`config.mk`:
```
export PLATFORM = sky130hd
export DESIGN_NAME = alu_seq
export DESIGN_NICKNAME = d
export VERILOG_FILES = /design/src/rtl/alu_pkg.sv /design/src/rtl/alu_addsub.sv /design/src/rtl/alu_seq.sv
export SDC_FILE = /design/constraint.sdc
export NUM_CORES = 1
export LEC_CHECK = 0
export CORE_ASPECT_RATIO = 2
export CORE_MARGIN = 2
export CORE_UTILIZATION = 47
export CTS_CLUSTER_SIZE = 16
export DETAILED_ROUTE_END_ITERATION = 6
export PLACE_DENSITY = 0.68
export SLEW_MARGIN = 40
export SYNTH_ARGS = -nofsm -noshare
export SYNTH_HDL_FRONTEND = slang
export SYNTH_SLANG_ARGS = --single-unit
```
`constraint.sdc`:
```
create_clock -name clk -period 12.7 [get_ports clk]
set_clock_uncertainty 0.1 [all_clocks]
set_input_delay 2.54 -clock clk [delete_from_list [all_inputs] [get_ports clk]]
set_output_delay 2.54 -clock clk [all_outputs]
set_load 0.01 [all_outputs]
```
`src/rtl/alu_pkg.sv`:
```
// Shared definitions for the sequential ALU: command width, opcode constants,
// FSM state encoding and a small opcode-legality helper.
package alu_pkg;

  localparam int unsigned CmdW = 4;

  typedef logic [CmdW-1:0] cmd_t;

  localparam cmd_t CmdAdd  = 4'd0;
  localparam cmd_t CmdSub  = 4'd1;
  localparam cmd_t CmdXor  = 4'd2;
  localparam cmd_t CmdSlt  = 4'd3;
  localparam cmd_t CmdAnd  = 4'd4;
  localparam cmd_t CmdNand = 4'd5;
  localparam cmd_t CmdNor  = 4'd6;
  localparam cmd_t CmdOr   = 4'd7;
  localparam cmd_t CmdMul  = 4'd8;

  typedef enum logic [1:0] {
    StIdle,
    StMul,
    StDone
  } state_e;

  // Opcodes 9..15 are reserved.
  function automatic logic is_illegal(input cmd_t cmd);
    return cmd > CmdMul;
  endfunction

endpackage

```
`src/rtl/alu_addsub.sv`:
```
// Combinational WIDTH-bit adder/subtractor with carry and signed overflow.
// Shared by ADD, SUB, SLT and the multiply accumulate step.
//   a_i, b_i    : operands
//   sub_i       : 1 computes a_i + ~b_i + 1, 0 computes a_i + b_i
//   sum_o       : WIDTH-bit sum
//   carry_o     : carry out of the MSB (1 = no borrow when subtracting)
//   overflow_o  : signed result does not fit in WIDTH bits
module alu_addsub #(
  parameter int unsigned WIDTH = 32
) (
  input  logic [WIDTH-1:0] a_i,
  input  logic [WIDTH-1:0] b_i,
  input  logic             sub_i,
  output logic [WIDTH-1:0] sum_o,
  output logic             carry_o,
  output logic             overflow_o
);

  logic [WIDTH-1:0] b_eff;
  logic [WIDTH:0]   full;

  always_comb begin
    b_eff      = sub_i ? ~b_i : b_i;
    full       = {1'b0, a_i} + {1'b0, b_eff} + {{WIDTH{1'b0}}, sub_i};
    sum_o      = full[WIDTH-1:0];
    carry_o    = full[WIDTH];
    // Same-sign inputs producing an opposite-sign sum.
    overflow_o = (a_i[WIDTH-1] == b_eff[WIDTH-1]) && (full[WIDTH-1] != a_i[WIDTH-1]);
  end

endmodule

```
`src/rtl/alu_seq.sv`:
```
// Sequential ALU with valid/ready handshakes on both sides. Single-cycle
// logic/arithmetic ops complete with latency 1; MUL runs a WIDTH-cycle
// shift-add sequence that reuses the shared adder.
//   clk, reset            : clock, synchronous active-high reset
//   in_valid / in_ready   : input handshake for operandA, operandB, command
//   out_valid / out_ready : output handshake for result and flags
//   result                : registered result
//   carryout, zero,
//   overflow, illegal     : registered flags
module alu_seq
  import alu_pkg::*;
#(
  parameter int unsigned WIDTH = 32
) (
  input  logic             clk,
  input  logic             reset,
  input  logic             in_valid,
  output logic             in_ready,
  input  logic [WIDTH-1:0] operandA,
  input  logic [WIDTH-1:0] operandB,
  input  logic [CmdW-1:0]  command,
  output logic             out_valid,
  input  logic             out_ready,
  output logic [WIDTH-1:0] result,
  output logic             carryout,
  output logic             zero,
  output logic             overflow,
  output logic             illegal
);

  localparam int unsigned CntW = $clog2(WIDTH);

  state_e state_q, state_d;

  logic [WIDTH-1:0] result_q, result_d;
  logic             carry_q, carry_d;
  logic             zero_q, zero_d;
  logic             ovf_q, ovf_d;
  logic             illegal_q, illegal_d;

  // Multiply state: acc holds the upper product half, mplier shifts the
  // multiplier out while the lower product half shifts in.
  logic [WIDTH-1:0] mcand_q, mcand_d;
  logic [WIDTH-1:0] mplier_q, mplier_d;
  logic [WIDTH-1:0] acc_q, acc_d;
  logic [CntW-1:0]  cnt_q, cnt_d;

  logic accept;
  logic mul_last;

  // Shared adder
  logic [WIDTH-1:0] as_a, as_b, as_sum;
  logic             as_sub, as_carry, as_ovf;

  logic [WIDTH-1:0] alu_res;
  logic             alu_carry, alu_ovf;

  always_comb begin
    if (state_q == StMul) begin
      as_a   = acc_q;
      as_b   = mplier_q[0] ? mcand_q : '0;
      as_sub = 1'b0;
    end else begin
      as_a   = operandA;
      as_b   = operandB;
      as_sub = (command != CmdAdd);
    end
  end

  alu_addsub #(
    .WIDTH(WIDTH)
  ) u_addsub (
    .a_i       (as_a),
    .b_i       (as_b),
    .sub_i     (as_sub),
    .sum_o     (as_sum),
    .carry_o   (as_carry),
    .overflow_o(as_ovf)
  );

  // Single-cycle operation result, valid only when the adder sees live operands.
  always_comb begin
    alu_res   = '0;
    alu_carry = 1'b0;
    alu_ovf   = 1'b0;
    case (command)
      CmdAdd, CmdSub: begin
        alu_res   = as_sum;
        alu_carry = as_carry;
        alu_ovf   = as_ovf;
      end
      CmdSlt:  alu_res = {{(WIDTH-1){1'b0}}, as_sum[WIDTH-1] ^ as_ovf};
      CmdXor:  alu_res = operandA ^ operandB;
      CmdAnd:  alu_res = operandA & operandB;
      CmdNand: alu_res = ~(operandA & operandB);
      CmdNor:  alu_res = ~(operandA | operandB);
      CmdOr:   alu_res = operandA | operandB;
      default: alu_res = '0;
    endcase
  end

  // FSM output process
  always_comb begin
    in_ready  = 1'b0;
    out_valid = 1'b0;
    if (!reset) begin
      unique case (state_q)
        StIdle:  in_ready = 1'b1;
        StDone:  in_ready = out_ready;
        default: in_ready = 1'b0;
      endcase
    end
    out_valid = (state_q == StDone);
  end

  assign accept   = in_valid && in_ready;
  assign mul_last = (cnt_q == CntW'(WIDTH - 1));

  // FSM next-state process
  always_comb begin
    state_d = state_q;
    unique case (state_q)
      StIdle: begin
        if (accept) state_d = (command == CmdMul) ? StMul : StDone;
      end
      StMul: begin
        if (mul_last) state_d = StDone;
      end
      StDone: begin
        if (accept) begin
          state_d = (command == CmdMul) ? StMul : StDone;
        end else if (out_ready) begin
          state_d = StIdle;
        end
      end
      default: state_d = StIdle;
    endcase
  end

  // FSM state register
  always_ff @(posedge clk) begin
    if (reset) begin
      state_q <= StIdle;
    end else begin
      state_q <= state_d;
    end
  end

  // Datapath next-state
  always_comb begin
    result_d  = result_q;
    carry_d   = carry_q;
    zero_d    = zero_q;
    ovf_d     = ovf_q;
    illegal_d = illegal_q;
    mcand_d   = mcand_q;
    mplier_d  = mplier_q;
    acc_d     = acc_q;
    cnt_d     = cnt_q;
    if (accept) begin
      if (command == CmdMul) begin
        mcand_d  = operandA;
        mplier_d = operandB;
        acc_d    = '0;
        cnt_d    = '0;
      end else begin
        result_d  = alu_res;
        carry_d   = alu_carry;
        ovf_d     = alu_ovf;
        illegal_d = is_illegal(command);
        zero_d    = (alu_res == '0);
      end
    end else if (state_q == StMul) begin
      // Conditional add, then shift {carry, sum, mplier} right by one.
      acc_d    = {as_carry, as_sum[WIDTH-1:1]};
      mplier_d = {as_sum[0], mplier_q[WIDTH-1:1]};
      cnt_d    = cnt_q + CntW'(1);
      if (mul_last) begin
        result_d  = {as_sum[0], mplier_q[WIDTH-1:1]};
        carry_d   = |{as_carry, as_sum[WIDTH-1:1]};
        ovf_d     = 1'b0;
        illegal_d = 1'b0;
        zero_d    = ({as_sum[0], mplier_q[WIDTH-1:1]} == '0);
      end
    end
  end

  always_ff @(posedge clk) begin
    if (reset) begin
      result_q  <= '0;
      carry_q   <= 1'b0;
      zero_q    <= 1'b0;
      ovf_q     <= 1'b0;
      illegal_q <= 1'b0;
      mcand_q   <= '0;
      mplier_q  <= '0;
      acc_q     <= '0;
      cnt_q     <= '0;
    end else begin
      result_q  <= result_d;
      carry_q   <= carry_d;
      zero_q    <= zero_d;
      ovf_q     <= ovf_d;
      illegal_q <= illegal_d;
      mcand_q   <= mcand_d;
      mplier_q  <= mplier_d;
      acc_q     <= acc_d;
      cnt_q     <= cnt_d;
    end
  end

  assign result   = result_q;
  assign carryout = carry_q;
  assign zero     = zero_q;
  assign overflow = ovf_q;
  assign illegal  = illegal_q;

endmodule

```
Yosys cells after proc, flatten, opt, wreduce, memory -nomap -nowiden --
Cells that the tools add are included.
Operators by class: add/sub/neg operators 3, magnitude comparators 1, eq/ne operators 18, multiplexer cells 43, bitwise operators 7, reductions and logical operators 15
Operators by type and width (number):
- $mux 32 | 14
- $pmux 32 s7 | 1
- $not 32->32 | 3
- $logic_not 32->1 | 2
- $add 32x32->33 | 1
- $add 33x1->33 | 1
- $and 32x32->32 | 1
- $or 32x32->32 | 1
- $reduce_or 32->1 | 1
- $xor 32x32->32 | 1
- $mux 1 | 18
- $eq 4x3->1 const B | 4
- $mux 5 | 3
- $mux 2 | 5
- $eq 4x2->1 const B | 2
- $ne 2x2->1 const B | 3
- $pmux 2 s3 | 1
- $reduce_and 3->1 | 2
- $add 5x1->5 const B | 1
- $eq 5x5->1 const B | 1
- $eq 4x1->1 const B | 1
- $eq 4x4->1 const B | 1
- $gt 4x4->1 const B | 1
- $logic_not 4->1 | 1
- other kinds (14) | 17
Word-level totals: register bits after elaboration 139, input bits 72, logic and storage cells 97

Depth between registers and ports, before layout --
Gate-level depths: netlist of the first run.
word-level depth 13, mapped depth 19, gate-level depth less buffers 15

By module --
Synthesis of the first run repeated with hierarchy kept, for this count alone.
Second synthesis, totals: cells, all modules 1476, area total of the unflattened synthesis 10924.2 sq um
By module, submodules not included:
- alu_seq | times used 1, cells an instance 1200, area each 8941.1 sq um, seq. area each 2782.7 sq um
- alu_addsub | times used 1, cells an instance 276, area each 1983.2 sq um, seq. area each 0.0 sq um

Least setup slack after synthesis of the first run --
No wires, ideal clock.
path kind input-to-reg, start input command[0], end register carry_q (netlist: carryout), arrival 6527 ps, required time 12461 ps, path slack 5934 ps, stages on the path 16, path through clkbuf_1 nor2_1 a21oi_1 clkbuf_1 a21oi_1 fa_1 a21o_1 a221o_1 a21oi_4 o21ai_2 or3_1 a31oi_2 xnor2_1 or4_1 nor4b_2 a41oi_1
On the way: cells in the longest elaborated chain, start to end 9, elaborated cells between the ends (all ways) 17, classes of those cells add/sub: 2; eq/ne: 3; mux: 7; reduce/logical: 5
Ends and longest elaborated chain:
- start, declared | line alu_seq.sv:21 | input logic [CmdW-1:0] command,
- $reduce_bool 4->1 | line alu_seq.sv:66 | as_sub = (command != CmdAdd);
- $mux 1 | line alu_seq.sv:59 | if (state_q == StMul) begin
- $mux 32 | line alu_addsub.sv:23 | b_eff = sub_i ? ~b_i : b_i;
- $add 32x32->33 | line alu_addsub.sv:24 | full = {1'b0, a_i} + {1'b0, b_eff} + {{WIDTH{1'b0}}, sub_i};
- $add 33x1->33 | line alu_addsub.sv:24
- $reduce_or 32->1 | line alu_seq.sv:180 | carry_d = |{as_carry, as_sum[WIDTH-1:1]};
- $mux 1 | line alu_seq.sv:178 | if (mul_last) begin
- $mux 1 | line alu_seq.sv:173 | end else if (state_q == StMul) begin
- $mux 1 | line alu_seq.sv:160 | if (accept) begin
- end signal, assigned | line alu_seq.sv:201 | carry_q <= carry_d;
- end, declared | line alu_seq.sv:36 | logic carry_q, carry_d;
Several ways; a longest one is shown, not always the timed one. The select of a mux whose other input is x is not followed. A chain may end at the register's enable or synchronous reset.

Worst setup path after layout of the first run --
start input command[3], end register zero_q (netlist: zero)
On the way: cells in the longest elaborated chain, start to end 12, elaborated cells between the ends (all ways) 28, classes of those cells add/sub: 2; eq/ne: 11; mux: 7; bitwise: 1; reduce/logical: 7
Ends and longest elaborated chain:
- $reduce_bool 4->1 | line alu_seq.sv:66
- $mux 1 | line alu_seq.sv:59
- $mux 32 | line alu_addsub.sv:23
- $add 32x32->33 | line alu_addsub.sv:24
- $add 33x1->33 | line alu_addsub.sv:24
- $ne 1x1->1 | line alu_addsub.sv:28 | overflow_o = (a_i[WIDTH-1] == b_eff[WIDTH-1]) && (full[WIDTH-1] != a_i[WIDTH-1]);
- $logic_and 1x1->1 | line alu_addsub.sv:28
- $xor 1x1->1 | line alu_seq.sv:92 | CmdSlt: alu_res = {{(WIDTH-1){1'b0}}, as_sum[WIDTH-1] ^ as_ovf};
- $pmux 32 s7 | line alu_seq.sv:86 | case (command)
- $logic_not 32->1 | line alu_seq.sv:171 | zero_d = (alu_res == '0);
- $mux 1 | line alu_seq.sv:161 | if (command == CmdMul) begin
- $mux 1 | line alu_seq.sv:160
- end signal, assigned | line alu_seq.sv:202 | zero_q <= zero_d;
- end, declared | line alu_seq.sv:37 | logic zero_q, zero_d;
Several ways; a longest one is shown, not always the timed one. The select of a mux whose other input is x is not followed.

==> results.cfg, run 1 <==
[clock_tree]
cts_setup_buffers = 0
htreeDepth = 4
cts_repair_resize_count = 0
holdBufCountCts = 0
cts_root_buf = clkbuf_16
cts_inserted_buffers = 17
clk_latency_ns = 0.46
clockBufferDepth = 2
cts.clk_slew.worst_paths_ns = 0.06
clock-sinks = 139
cts_tree = built

[timing]
fin_ws_ns = 4.74
final_hold_viol_count = 0
finalSetupViolCount = 0
relSlewSlack_pct = 44.5
worstMarginPinSlew_ns = 0.833
drv_slew = 0
period_share_pct = 62.7
rsz0062_at_grt = false
fin_crit_ns = 7.96
fmax_ghz = 0.126
setup_tns_ns = 0
hold_slack_ns = 0.352

[setup_path]
r2r_end = zero$_SDFFE_PP0P_
slowest_delay_ns = 0.67
path_buf_inv = 2
crit_chain = clkdlybuf4s50_1 > nor2_1 > a21oi_4 > buf_4 > a311oi_1 > a21oi_1 > ha_1 > a21oi_1 > o21ai_0 > nor2_1 > a221oi_1 > nand2_1 > o31ai_1 > xor2_1 > a222oi_1 > o2111a_1 > a41o_1
arrival_ns = 8.26
start_kind = input port
crit_required_ns = 13.00
reg2regPathDepth = 18
crit_type = in2reg
cp.depth = 17
end_kind = flip-flop
cp_max_fo = 62
worstReg2RegStart = state_q[0]$_SDFFE_PP0P_
rrSetupSlack_ns = 6.51
crit_family = compound AO/OA/AOI/OAI gates
cp_slowest_cell = clkdlybuf4s50_1

[routing]
wire_per_inst_microns = 21.7
avgViaCountPerCell = 6.19
drt_iter0_drc = 924
detail_route.drc_violations = 0
vias = 11100
ant_nets = 0
dr.pass1.iters = 6
totalWireLength_mm = 38.8

[global_route]
first_global_vias = 10600
gr-usage-all-layers_pct = 32.0
grt_pass1_wl_mm = 59.8
antenna_found_initial = 0
grt_start_max_net_pins = 94
grt_overflow = 0

[cells_and_area]
fin_nets = 1664
antennaDiodeCount = 0
syn2layout_area_growth_pct = 16.8
drive_gt1_share_pct = 5.37
final_area_sq_um = 12500
stdcell_count = 1787

[die]
coreArea_sq_um = 22500
die_width_microns = 111
die_height_microns = 218
rows = 78
die_area_sq_um = 24100
start_util_pct = 47.6
pin_count = 110

[placed_design]
place_ws_ns = 4.48
gp_congestion = 0.933
port_buffers = 109
placed_cells = 1755
dp.final_hpwl_mm = 28.3
dpl_cell_area_sq_um = 11900

[synth]
synth-main-ff-cell = dfxtp_1
synth-seq-area-share_pct = 26.0
avgSynthCellArea_sq_um = 7.32
syn_area_sq_um = 10700
yosys_warnings = 0
synth-seq-cells = 139
synth_fp_nets = 1635
synthCells = 1465
ys_async_sr_fraction_pct = 0
synth_edf_count = 0
yosysUniqueCellTypes = 72

[min_path]
hp-start = result[9]$_SDFFE_PP0P_
hold_depth = 2
hp-class = reg2reg
min_to = result[9]$_SDFFE_PP0P_

[pwr]
ir_drop_v = 0.000107
p_per_area_nw_per_um2 = 109
leakagePower_nw = 4.71

[status]
status = finished clean

[run]
max_cap_violations = 0
final cells by class:
class | count | area (sq um)
fillers | 2191 | 10000
multi-input cells | 1134 | 7260
flip-flops and latches | 139 | 2780
repair buffers | 130 | 1280
clock buffers | 20 | 467
well taps | 280 | 350
inverters | 72 | 270
clock inverters | 12 | 115
registers in the layout, indices dropped and copies added (netlist names):
name and flops:
acc_q 32, carryout 1, cnt_q 5, illegal 1, mcand_q 32, mplier_q 32, overflow 1, result 32
state_q 2, zero 1
routing by layer:
metal	GRT usage, %	vias up	part of all wire [%]
li1	-	5266	-
met1	36.4	5246	38
met2	56.6	437	51
met3	5.17	113	5.4
met4	18.0	0	5.9
met5	0	-	0
worst register-to-register path, stage by stage, from the launching register on:
cell and delay, ns:
dfxtp_1 0.45, nor2b_4 0.28, buf_16 0.20, buf_4 0.52, a21oi_4 0.04, buf_4 0.36
a311oi_1 0.36, a21oi_1 0.07, ha_1 0.54, a21oi_1 0.19, o21ai_0 0.35, nor2_1 0.09
a221oi_1 0.62, nand2_1 0.28, o31ai_1 0.41, xor2_1 0.18, a222oi_1 0.59, o2111a_1 0.32
a41o_1 0.19
layout by cell type, fill, tap and decap left out, types with 4 or more instances in the layout:
cell type        netlist  layout
clkbuf_16              0      17
a311oi_1              63      63
a221oi_1               8       8
nand4_1               12      12
a22oi_1               23      23
a31oi_1                8       8
and3b_1                4       4
and4_1                 5       5
o21a_1                 5       5
nand3_1               35      35
nor2_1               161     160
a21o_1                16      16
inv_1                 71      71
clkinvlp_4             0       5
o21ai_0               59      59
or3_1                  5       5
dfxtp_1              139     139
nand2_1              225     223
a222oi_1              11      11
xor2_1                12      12
o21bai_1               5       5
xnor2_1               52      52
buf_4                  0      19
and3_1                 8       8
a211o_1                5       5
nor2b_1               11       9
a21oi_1              162     161
nor4_1                13      13
nand2b_1               7       7
o211ai_1               6       6
ha_1                  97      97
clkdlybuf4s50_1        0     106
mux2i_1               32      32
nor3_1                 8       7
a211oi_1              20      20
nand3b_1               4       4
cells by family (layout without fill, tap and decap cells):
| logic type | after synthesis | count (layout) | synth area share (%) |
|---|---|---|---|
| flip-flops | 139 | 139 | 26.0 |
| buffers and inverters | 192 | 234 | 6.80 |
| AO/OA/AOI/OAI | 425 | 425 | 26.2 |
| XOR/XNOR | 64 | 64 | 5.23 |
| multiplexers | 35 | 35 | 3.41 |
| AND/OR/NAND/NOR | 512 | 512 | 20.9 |
| adder cells (fa/ha/maj) | 98 | 98 | 11.5 |
stage by stage:
step                total power (W)  utilization (%)
finish                      0.00136             55.6
global route                0.00142             55.6
CTS                         0.00136             55.6
detailed placement         0.000854             53.0
global placement           0.000852             52.7
floorplan                  0.000714                -
cells in the mapped netlist, types with 11 or more instances:
| master | count | area share, % |
|---|---|---|
| dfxtp_1 | 139 | 26 |
| a21oi_1 | 162 | 7.6 |
| nor4_1 | 13 | 0.76 |
| xor2_1 | 12 | 0.98 |
| a21o_1 | 16 | 1.1 |
| o21ai_0 | 59 | 2.8 |
| nor2_1 | 161 | 5.6 |
| clkbuf_1 | 95 | 3.3 |
| inv_1 | 71 | 2.5 |
| nand2_1 | 225 | 7.9 |
| nand3_1 | 35 | 1.6 |
| xnor2_1 | 52 | 4.2 |
| buf_1 | 18 | 0.63 |
| a211oi_1 | 20 | 1.4 |
| ha_1 | 97 | 11 |
| nand4_1 | 12 | 0.70 |
| a222oi_1 | 11 | 1.0 |
| a22oi_1 | 23 | 1.6 |
| nor2b_1 | 11 | 0.64 |
| mux2i_1 | 32 | 3.0 |
| a311oi_1 | 63 | 5.1 |
power breakdown:
group	switching [W]	internal (W)	total, W
Clock	0.000221	0.000286	0.000508
Sequential	0.00000817	0.000446	0.000454
Combinational	0.000251	0.000147	0.000398
how the worst max path moves through the flow:
stage                                  to  startpoint
global placement        zero$_SDFFE_PP0P_  command[3]
finish                  zero$_SDFFE_PP0P_  command[3]
floorplan           carryout$_SDFFE_PP0P_  command[0]
global route            zero$_SDFFE_PP0P_  command[3]
CTS                     zero$_SDFFE_PP0P_  command[3]
detailed placement      zero$_SDFFE_PP0P_  command[3]
Power figures use the tool's default switching activity.
==> run 2, diff against run 1 <==
==> constraint.sdc (replaced) <==
create_clock -name clk -period 8.3 [get_ports clk]
set_clock_uncertainty 0.1 [all_clocks]
set_input_delay 1.66 -clock clk [delete_from_list [all_inputs] [get_ports clk]]
set_output_delay 1.66 -clock clk [all_outputs]
set_load 0.01 [all_outputs]
==> run 2 against run 1 <==
Effect of this change: the flow now finishes with violations (DRC); sequential power increased by 53%; non-clock buffer count unchanged; combinational power increased by 53%; critical path type unchanged.
==> results.cfg, run 2 (same netlist as run 1, synthesis figures left out) <==
[clock_tree]
cts_inserted_buffers = 17
clockBufferDepth = 2
clk_latency_ns = 0.45
cts_root_buf = clkbuf_16
cts_repair_resize_count = 0
holdBufCountCts = 0
cts_tree = built
cts.clk_slew.worst_paths_ns = 0.06
cts_setup_buffers = 0
clock-sinks = 139
htreeDepth = 4

[timing]
fmax_ghz = 0.146
drv_slew = 0
worstMarginPinSlew_ns = 0.806
finalSetupViolCount = 0
final_hold_viol_count = 0
hold_slack_ns = 0.351
rsz0062_at_grt = false
period_share_pct = 82.3
fin_crit_ns = 6.83
setup_tns_ns = 0
relSlewSlack_pct = 45.8

[global_route]
grt_start_max_net_pins = 94
grt_overflow = 0
grt_pass1_wl_mm = 60.8
first_global_vias = 10800
gr-usage-all-layers_pct = 32.1
antenna_found_initial = 0

[setup_path]
critPathMostFrequentCell = a221oi_1
cp.depth = 14
slowest_delay_ns = 0.78
crit_chain = clkdlybuf4s50_1 > nor2_1 > a21oi_4 > a21oi_1 > fa_1 > a21o_1 > a221oi_1 > a31oi_1 > xor2_1 > a221oi_1 > nand3_1 > nor4_1 > and4_1 > a41o_1
path_buf_inv = 1
crit_family = compound AO/OA/AOI/OAI gates
crit_required_ns = 8.60
cp_max_fo = 26
end_kind = flip-flop
crit_type = in2reg
start_kind = input port
reg2regPathDepth = 16
cp_slowest_cell = clkdlybuf4s50_1
arrival_ns = 7.13

[routing]
avgViaCountPerCell = 6.22
detail_route.drc_violations = 2
dr.pass1.iters = 7
drt_iter0_drc = 1080
ant_nets = 0
vias = 11100
totalWireLength_mm = 38.8
wire_per_inst_microns = 21.7

[placed_design]
port_buffers = 109
dp.final_hpwl_mm = 28.1
gp_congestion = 0.959

[cells_and_area]
final_cell_mix = nand2_1, a21oi_1, nor2_1
multi_input_area_sq_um = 7270
antennaDiodeCount = 0
register_area_sq_um = 2780
layout_commonest_cell = nand2_1
nFillCells = 2190
syn2layout_area_growth_pct = 16.6
fin_nets = 1664
drive_gt1_share_pct = 5.18

[die]
coreArea_sq_um = 22500
die_height_microns = 218
die_area_sq_um = 24100
pin_count = 110
die_width_microns = 111
start_util_pct = 47.6
rows = 78

[min_path]
hold_depth = 2
hp-class = reg2reg

[run]
max_cap_violations = 0

[status]
status = complete, but fails checks
violations = DRC

[pwr]
p_per_area_nw_per_um2 = 166
leakagePower_nw = 4.71
ir_drop_v = 0.000148
[run 2: cell count changes in the layout (fill, tap and decap cells not counted), sizes merged]
cell,before,now
clkbuf,20,21
clkinv,4,7
bufinv,1,2
inv,74,72
clkinvlp,5,2
[run 2: stage by stage]
stage	area [sq um]	std cells	setup slack, ns	total power, W	util [%]
floorplan	10700	1465	2.41	0.00109	-
global placement	11900	1754	1.25	0.00130	52.8
detailed placement	11900	1754	1.14	0.00130	52.8
CTS	12500	1786	1.60	0.00207	55.3
global route	12500	1787	1.23	0.00216	55.5
finish	12500	1787	1.47	0.00208	55.5
[run 2: final timing paths]
path	startpoint	endpoint	slack, ns
max reg2reg	state_q[0]$_SDFFE_PP0P_	zero$_SDFFE_PP0P_	2.73
min	result[17]$_SDFFE_PP0P_	result[17]$_SDFFE_PP0P_	0.35
max	command[3]	zero$_SDFFE_PP0P_	1.47
min reg2reg	result[17]$_SDFFE_PP0P_	result[17]$_SDFFE_PP0P_	0.35
[run 2: cell type report]
type / instances / share of cell area, %
multi-input cells: 1134 / 58.1
clock buffers: 21 / 3.60
well taps: 280 / 2.80
clock inverters: 11 / 0.971
flip-flops and latches: 139 / 22.3
repair buffers: 130 / 10.1
inverters: 72 / 2.16
[run 2: worst min-delay path, cell delays in order (launching register included)]
cell	delay, ns
dfxtp_1	0.31
nand2_1	0.05
a21oi_1	0.05
[run 2: report_power, final]
| group | total [W] | switching (W) | internal [W] |
|---|---|---|---|
| Sequential | 0.000695 | 0.0000126 | 0.000683 |
| Clock | 0.000772 | 0.000323 | 0.000449 |
| Combinational | 0.000610 | 0.000384 | 0.000226 |
[run 2: per-layer routing]
metal	GRT usage [%]	part of all wire (%)
met5	0	0
met4	19.4	5.7
met3	4.89	5.5
met2	55.9	51
met1	36.8	38
==> run 3, diff against run 2 <==
==> constraint.sdc (replaced) <==
create_clock -name clk -period 7.17 [get_ports clk]
set_clock_uncertainty 0.1 [all_clocks]
set_input_delay 1.434 -clock clk [delete_from_list [all_inputs] [get_ports clk]]
set_output_delay 1.434 -clock clk [all_outputs]
set_load 0.01 [all_outputs]
==> run 3 against run 2 <==
Effect of this change: the flow still finishes with violations (DRC); cell count grew 0.39%; critical path depth up 3; count of clock-buffer cells in the layout stayed put; first-iteration DRC count increased by 2.2%; via count increased by 0.65%; hold slack barely moved; clock power rose by 20%; register-to-register slack got worse by 0.87 ns; critical endpoint unchanged; highest routed layer unchanged; die area unchanged; sequential share of layout area is 0.16 points lower.
==> results.cfg, run 3 (same netlist as run 1, synthesis figures left out) <==
[routing]
ant_nets = 0
dr.pass1.iters = 7
vias = 11200
detail_route.drc_violations = 17
wire_per_inst_microns = 21.5
totalWireLength_mm = 38.6
avgViaCountPerCell = 6.24
drt_iter0_drc = 1104

[die]
start_util_pct = 47.6
coreArea_sq_um = 22500
pin_count = 110
die_area_sq_um = 24100
rows = 78
die_width_microns = 111
die_height_microns = 218

[timing]
rsz0062_at_grt = false
relSlewSlack_pct = 42.5
hold_slack_ns = 0.351
worstMarginPinSlew_ns = 0.863
fin_crit_ns = 6.04
fmax_ghz = 0.166
final_hold_viol_count = 0
drv_slew = 0
period_share_pct = 84.2
finalSetupViolCount = 0
setup_tns_ns = 0

[pwr]
p_per_area_nw_per_um2 = 194
leakagePower_nw = 4.77
ir_drop_v = 0.000179
totalPowerFinal_w = 0.00244

[global_route]
grt_pass1_wl_mm = 59.7
gr-usage-all-layers_pct = 31.5
first_global_vias = 10900
grt_overflow = 0
grt_start_max_net_pins = 87
antenna_found_initial = 0

[clock_tree]
cts_setup_buffers = 0
cts_repair_resize_count = 0
cts_root_buf = clkbuf_16
clock-sinks = 139
cts_inserted_buffers = 17
clockBufferDepth = 2
htreeDepth = 4
holdBufCountCts = 0
cts_tree = built
cts.clk_slew.worst_paths_ns = 0.06
clk_latency_ns = 0.44

[placed_design]
gp_congestion = 1.01
dp.final_hpwl_mm = 27.9
port_buffers = 109

[cells_and_area]
fin_nets = 1671
final_cell_mix = nand2_1, a21oi_1, nor2_1
antennaDiodeCount = 0
syn2layout_area_growth_pct = 17.4
drive_gt1_share_pct = 5.75
layout_commonest_cell = nand2_1

[setup_path]
end_kind = flip-flop
crit_required_ns = 7.45
arrival_ns = 6.32
crit_type = in2reg
r2r_end = zero$_SDFFE_PP0P_
cp_slowest_cell = a222oi_1
rrSetupSlack_ns = 1.86
critPathLaunch = command[2]
cp_max_fo = 21
start_kind = input port
crit_end = zero$_SDFFE_PP0P_
slowest_delay_ns = 0.80
reg2regPathDepth = 16
crit_chain = clkdlybuf4s50_1 > nor2_1 > a21oi_4 > buf_16 > a311oi_1 > a21oi_1 > ha_1 > a21o_1 > a221o_1 > a21oi_4 > o21ai_2 > a21boi_0 > xnor2_1 > a222oi_1 > nand4_1 > nor3_1 > a41o_1
critPathMostFrequentCell = a21oi_4
worstReg2RegStart = state_q[0]$_SDFFE_PP0P_

[min_path]
hp-class = reg2reg

[status]
violations = DRC
status = complete, but fails checks

[run]
max_cap_violations = 0
run 3: power breakdown:
part           leakage (nW)  switching [W]  internal [W]  total (W)
logic                  3.35       0.000445      0.000266   0.000711
registers              1.12      0.0000161      0.000790   0.000806
clock network         0.292       0.000380      0.000545   0.000926
total                  4.77       0.000842       0.00160    0.00244
run 3: through the flow:
step                std cells  setup WS (ns)  util (%)  instance area [sq um]
finish                   1794           1.13      55.9                  12600
global placement         1760          0.818      53.0                  11900
detailed placement       1760          0.730      53.0                  11900
global route             1794          0.784      55.9                  12600
CTS                      1792           1.14      55.7                  12500
floorplan                1465           1.51         -                  10700
run 3: layout make-up:
| cell class | count | area (sq um) |
|---|---|---|
| repair buffers | 137 | 1310 |
| clock buffers | 21 | 470 |
| flip-flops and latches | 139 | 2780 |
| fillers | 2202 | 9950 |
| inverters | 72 | 270 |
| multi-input cells | 1134 | 7270 |
| clock inverters | 11 | 135 |
| well taps | 280 | 350 |
run 3: worst min path at each step:
| stage | startpoint | endpoint | slack [ns] | cells past startpoint |
|---|---|---|---|---|
| after floorplan | mcand_q[0]$_SDFFE_PP0P_ | mcand_q[0]$_SDFFE_PP0P_ | 0.34 | 2 |
| after global placement | mcand_q[0]$_SDFFE_PP0P_ | mcand_q[0]$_SDFFE_PP0P_ | 0.34 | 2 |
| after detailed placement | result[21]$_SDFFE_PP0P_ | result[21]$_SDFFE_PP0P_ | 0.35 | 2 |
| after CTS | result[21]$_SDFFE_PP0P_ | result[21]$_SDFFE_PP0P_ | 0.36 | 2 |
| after global routing | mcand_q[16]$_SDFFE_PP0P_ | mcand_q[16]$_SDFFE_PP0P_ | 0.38 | 2 |
| final | result[21]$_SDFFE_PP0P_ | result[21]$_SDFFE_PP0P_ | 0.35 | 2 |
run 3: per-layer routing:
| metal | vias up | track usage [%] | routed length (microns) |
|---|---|---|---|
| met2 | 524 | 55.4 | 19300 |
| met4 | 0 | 18.9 | 2360 |
| li1 | 5289 | - | - |
| met3 | 133 | 4.36 | 2470 |
| met1 | 5245 | 35.9 | 14500 |
| met5 | - | 0 | 0 |
run 3: critical path, delay by kind of cell:
family	cells	cell delay [ns]
AO/OA/AOI/OAI	10	2.87
XOR/XNOR	1	0.19
adder cells (fa/ha/maj)	1	0.38
buffers and inverters	2	0.66
AND/OR/NAND/NOR	3	0.77
